## src/rtl/cacheline_burst_adapter.sv

```systemverilog
// Splits one cache-line read/write into a BEATS-long burst on the memory bus and
// reassembles read beats into a line, answering the cache with a one-cycle resp_o.
//   state | meaning
//   IDLE  | waiting for read_i/write_i (read wins)
//   READ  | read_o high, collecting beats into the assembly buffer
//   WRITE | write_o high, presenting the latched line one beat at a time
//   DONE  | resp_o high for one cycle, counter cleared
module cacheline_burst_adapter #(
  parameter int BURST_W = 64,
  parameter int BEATS   = 4,
  localparam int LINE_W = BURST_W * BEATS
) (
  input  logic              clk,
  input  logic              rst,
  input  logic [LINE_W-1:0] line_i,
  output logic [LINE_W-1:0] line_o,
  input  logic [31:0]       address_i,
  input  logic              read_i,
  input  logic              write_i,
  output logic              resp_o,
  input  logic [BURST_W-1:0] burst_i,
  output logic [BURST_W-1:0] burst_o,
  output logic [31:0]       address_o,
  output logic              read_o,
  output logic              write_o,
  input  logic              resp_i
);

  localparam int CNT_W = (BEATS > 1) ? $clog2(BEATS) : 1;
  localparam logic [31:0] OFF_MASK = 32'(LINE_W / 8 - 1);
  localparam logic [CNT_W-1:0] LAST_BEAT = CNT_W'(BEATS - 1);

  typedef enum logic [1:0] {IDLE, READ, WRITE, DONE} state_t;

  state_t            state_q;
  logic [CNT_W-1:0]  cnt_q;
  logic [LINE_W-1:0] wline_q;
  logic [LINE_W-1:0] rbuf_q;
  logic [LINE_W-1:0] rline_d;
  logic              last_beat;

  assign last_beat = (cnt_q == LAST_BEAT);
  assign burst_o   = wline_q[int'(cnt_q) * BURST_W +: BURST_W];

  // Assembly buffer with the current beat merged in; line_o only takes it on the last beat
  // so the cache never sees a half-built line.
  always_comb begin
    rline_d = rbuf_q;
    rline_d[int'(cnt_q) * BURST_W +: BURST_W] = burst_i;
  end

  always_ff @(posedge clk or posedge rst) begin
    if (rst) begin
      state_q   <= IDLE;
      cnt_q     <= '0;
      wline_q   <= '0;
      rbuf_q    <= '0;
      line_o    <= '0;
      address_o <= '0;
      read_o    <= 1'b0;
      write_o   <= 1'b0;
      resp_o    <= 1'b0;
    end else begin
      resp_o <= 1'b0;
      case (state_q)
        IDLE: begin
          cnt_q <= '0;
          if (read_i) begin
            address_o <= address_i & ~OFF_MASK;
            read_o    <= 1'b1;
            state_q   <= READ;
          end else if (write_i) begin
            address_o <= address_i & ~OFF_MASK;
            wline_q   <= line_i;
            write_o   <= 1'b1;
            state_q   <= WRITE;
          end
        end
        READ: begin
          if (resp_i) begin
            rbuf_q <= rline_d;
            cnt_q  <= cnt_q + 1'b1;
            if (last_beat) begin
              line_o  <= rline_d;
              read_o  <= 1'b0;
              resp_o  <= 1'b1;
              state_q <= DONE;
            end
          end
        end
        WRITE: begin
          if (resp_i) begin
            cnt_q <= cnt_q + 1'b1;
            if (last_beat) begin
              write_o <= 1'b0;
              resp_o  <= 1'b1;
              state_q <= DONE;
            end
          end
        end
        DONE: begin
          cnt_q   <= '0;
          state_q <= IDLE;
        end
        default: state_q <= IDLE;
      endcase
    end
  end

endmodule

```

## config.mk

```make
export PLATFORM = sky130hd
export DESIGN_NAME = cacheline_burst_adapter
export DESIGN_NICKNAME = d
export VERILOG_FILES = /design/src/rtl/cacheline_burst_adapter.sv
export SDC_FILE = /design/constraint.sdc
export NUM_CORES = 2
export LEC_CHECK = 0
export ABC_AREA = 1
export CAP_MARGIN = 20
export CORE_AREA = 2 2 275 277
export DETAILED_ROUTE_END_ITERATION = 10
export DIE_AREA = 0 0 277 279
export HOLD_SLACK_MARGIN = 0.02
export PLACE_DENSITY = 0.85
export REMOVE_ABC_BUFFERS = 1
export SLEW_MARGIN = 20
export SYNTH_ARGS = -nofsm -noshare
export SYNTH_HDL_FRONTEND = slang
export SYNTH_SLANG_ARGS = --single-unit
```

## constraint.sdc

```tcl
create_clock -name clk -period 30.9 [get_ports clk]
set_input_delay 6.18 -clock clk [delete_from_list [all_inputs] [get_ports clk]]
set_output_delay 6.18 -clock clk [all_outputs]
set_load 0.01 [all_outputs]
```

==> flow_metrics.tcl <==
set metrics [dict create \
    status "complete, no violations" \
    drive_gt1_share_pct 3.68 \
    crit_path_end_kind "primary output" \
    cts_tree "yes" \
    synthDistinctLibCells 18 \
    max_freq_ghz 0.0908 \
    cts_buffers 84 \
    viasPerCell 5.35 \
    cap_violations 0 \
    cts_resized 0 \
    first_pass_iters 6 \
    peakVddDrop_v 0.0000885 \
    insertion_delay_ns 0.66 \
    power.density_mw_per_mm2 82.0 \
    ys_ff_latch 802 \
    place.gp.congestion 0.902 \
    nNetsFinal 5684 \
    cts_root_buf "clkbuf_16" \
    final_min_period_over_clock_period_pct 35.6 \
    hold_path_class "reg2reg" \
    fp.dieH_um 279 \
    crit_fanout 98 \
    worst_pin_slew_ns 1.16 \
    setup-tns-final_ns 0 \
    avgRoutedWirePerCell_um 18.2 \
    multi_input_area_mm2 0.0140 \
    grt_max_degree 171 \
    syn_inst 4781 \
    setup_viol 0 \
    dieWidth_um 277 \
    syn_area_per_cell_um2 7.54 \
    rsz0062_at_grt "no" \
    p_total_mw 3.79 \
    fin_crit_ns 11.02 \
    r2r_setup_slack_ns 26.68 \
    clk_pin_slew_worst_paths_ns 0.06 \
    die_area_mm2 0.0773 \
    grt_util_all_layers_pct 29.7 \
    drt_iter0_drc 3657 \
    htree_levels 3 \
    fill_cells 6023 \
    slew_headroom_pct 23.0 \
    hold_violations 0 \
    route.detailed.drc 0 \
    critical_path_class "reg2out" \
    num_rows 100 \
    startpoint_type "register" \
    vias 34100 \
    cp.required_ns 24.72 \
    grt_pass1_wl_mm 183 \
    grt_pass1_vias 33400 \
    top_level_ports 712 \
    synth_seq_area_share_pct 55.7 \
    skew_ns 0.0448 \
    yosysWarnings 0 \
    portBuffers 701 \
    clockBufferDepth 3 \
    clock_sinks 802 \
    grt_antenna_before_repair 17 \
    drt_wl_total_mm 116 \
    overflow 0 \
    cts_hold_buffers 0 \
    antenna_left 0 \
    leakagePower_nw 24.5 \
    cp.arrival_ns 4.84 \
    drv_slew 0 \
    syn-cell-area_mm2 0.0360 \
    regArea_mm2 0.0201 \
    area_delta_synth_final_pct 28.4 \
    hpwl_mm 71.5 \
    core_area_mm2 0.0741 \
    start_util_pct 48.7 \
    post-cts-setup-buffers 0 \
]
kinds of logic after synthesis:
group	count (synthesis)	share of synthesized area, %
AOI/OAI and AO/OA	410	5.70
xor gates and xnor gates	1	0.0243
adders and majority gates	9	0.312
buffers and inverters	474	5.65
DFF	802	55.7
other	1	0.0104
and+or+nand+nor	3084	32.6
synth_stat cells (all sizes together):
cell    count  area, um^2
a21oi      70         354
buf       206        1030
clkbuf     89         334
conb        1        3.75
dfrtp     802       20100
ha          9         113
inv       179         672
nand2    2814       10600
nand3     131         656
nor2      139         542
o21ai     340        1700
xnor2       1        8.76
where the power goes:
part           switching, mW  internal, mW
logic                  0.803         0.457
registers              0.152          1.31
clock network          0.445         0.623
total                   1.40          2.39
registers in the layout (all words and copies together) (netlist names):
register and flops:
read_o 1, address_o 27, cnt_q 2, state_q 2
wline_q 256, rbuf_q 256, line_o 256, resp_o 1
write_o 1
per-stage QoR:
stage	hold WS (ns)	cell area, um^2	setup slack (ns)	utilization [%]	cells
global placement	0.447	43300	20.54	58.5	6200
finish	0.463	46300	19.88	62.5	6368
detailed placement	0.453	43300	20.54	58.5	6200
global route	0.480	46300	19.63	62.5	6367
floorplan	0.437	34700	2.20	-	4490
CTS	0.467	46200	19.88	62.4	6351
area by class of cell:
class                      instances  share of cell area (%)
sequential                       802                    43.4
multi-input combinational       3509                    30.2
timing repair buffer             742                    15.9
clock buffer                     112                    5.07
tap                              969                    2.62
inverter                         179                    1.54
clock inverter                    39                    1.21
antenna                           16                  0.0865
critical path, cell delays in order (launching register included):
cell,delay [ns]
dfrtp_4,0.80
inv_6,0.48
buf_4,0.79
buf_4,0.78
o21ai_0,0.15
o21ai_0,0.47
clkdlybuf4s50_1,0.64
per-layer routing:
metal  wire length (um)  track usage [%]  vias to the layer above
met3              11600             7.55                      384
met1              42400             36.1                    16200
met5                 22                0                        -
met2              54800             47.8                     1851
li1                   -                -                    15700
met4               7290             18.6                        4
worst paths after layout:
path,startpoint,end,cells past startpoint
max reg2reg,cnt_q[0],line_o[70],7
min in group asynchronous,rst,address_o[27],2
max,cnt_q[0],burst_o[48],6
min reg2reg,wline_q[227],wline_q[227],2
max in group asynchronous,rst,wline_q[59],5
min,wline_q[227],wline_q[227],2
placed cells by master, fill, tap and decap left out, types with 17 or more instances in the layout:
| cell | synthesis | final |
|---|---|---|
| nand2_1 | 2814 | 2813 |
| dfrtp_1 | 802 | 801 |
| clkdlybuf4s50_1 | 0 | 701 |
| o21ai_0 | 340 | 340 |
| inv_1 | 170 | 167 |
| nor2_1 | 135 | 133 |
| nand3_1 | 131 | 131 |
| clkbuf_16 | 0 | 85 |
| a21oi_1 | 69 | 69 |
| buf_4 | 12 | 40 |
| clkinv_2 | 0 | 17 |
(Power assumes the default switching activity.)
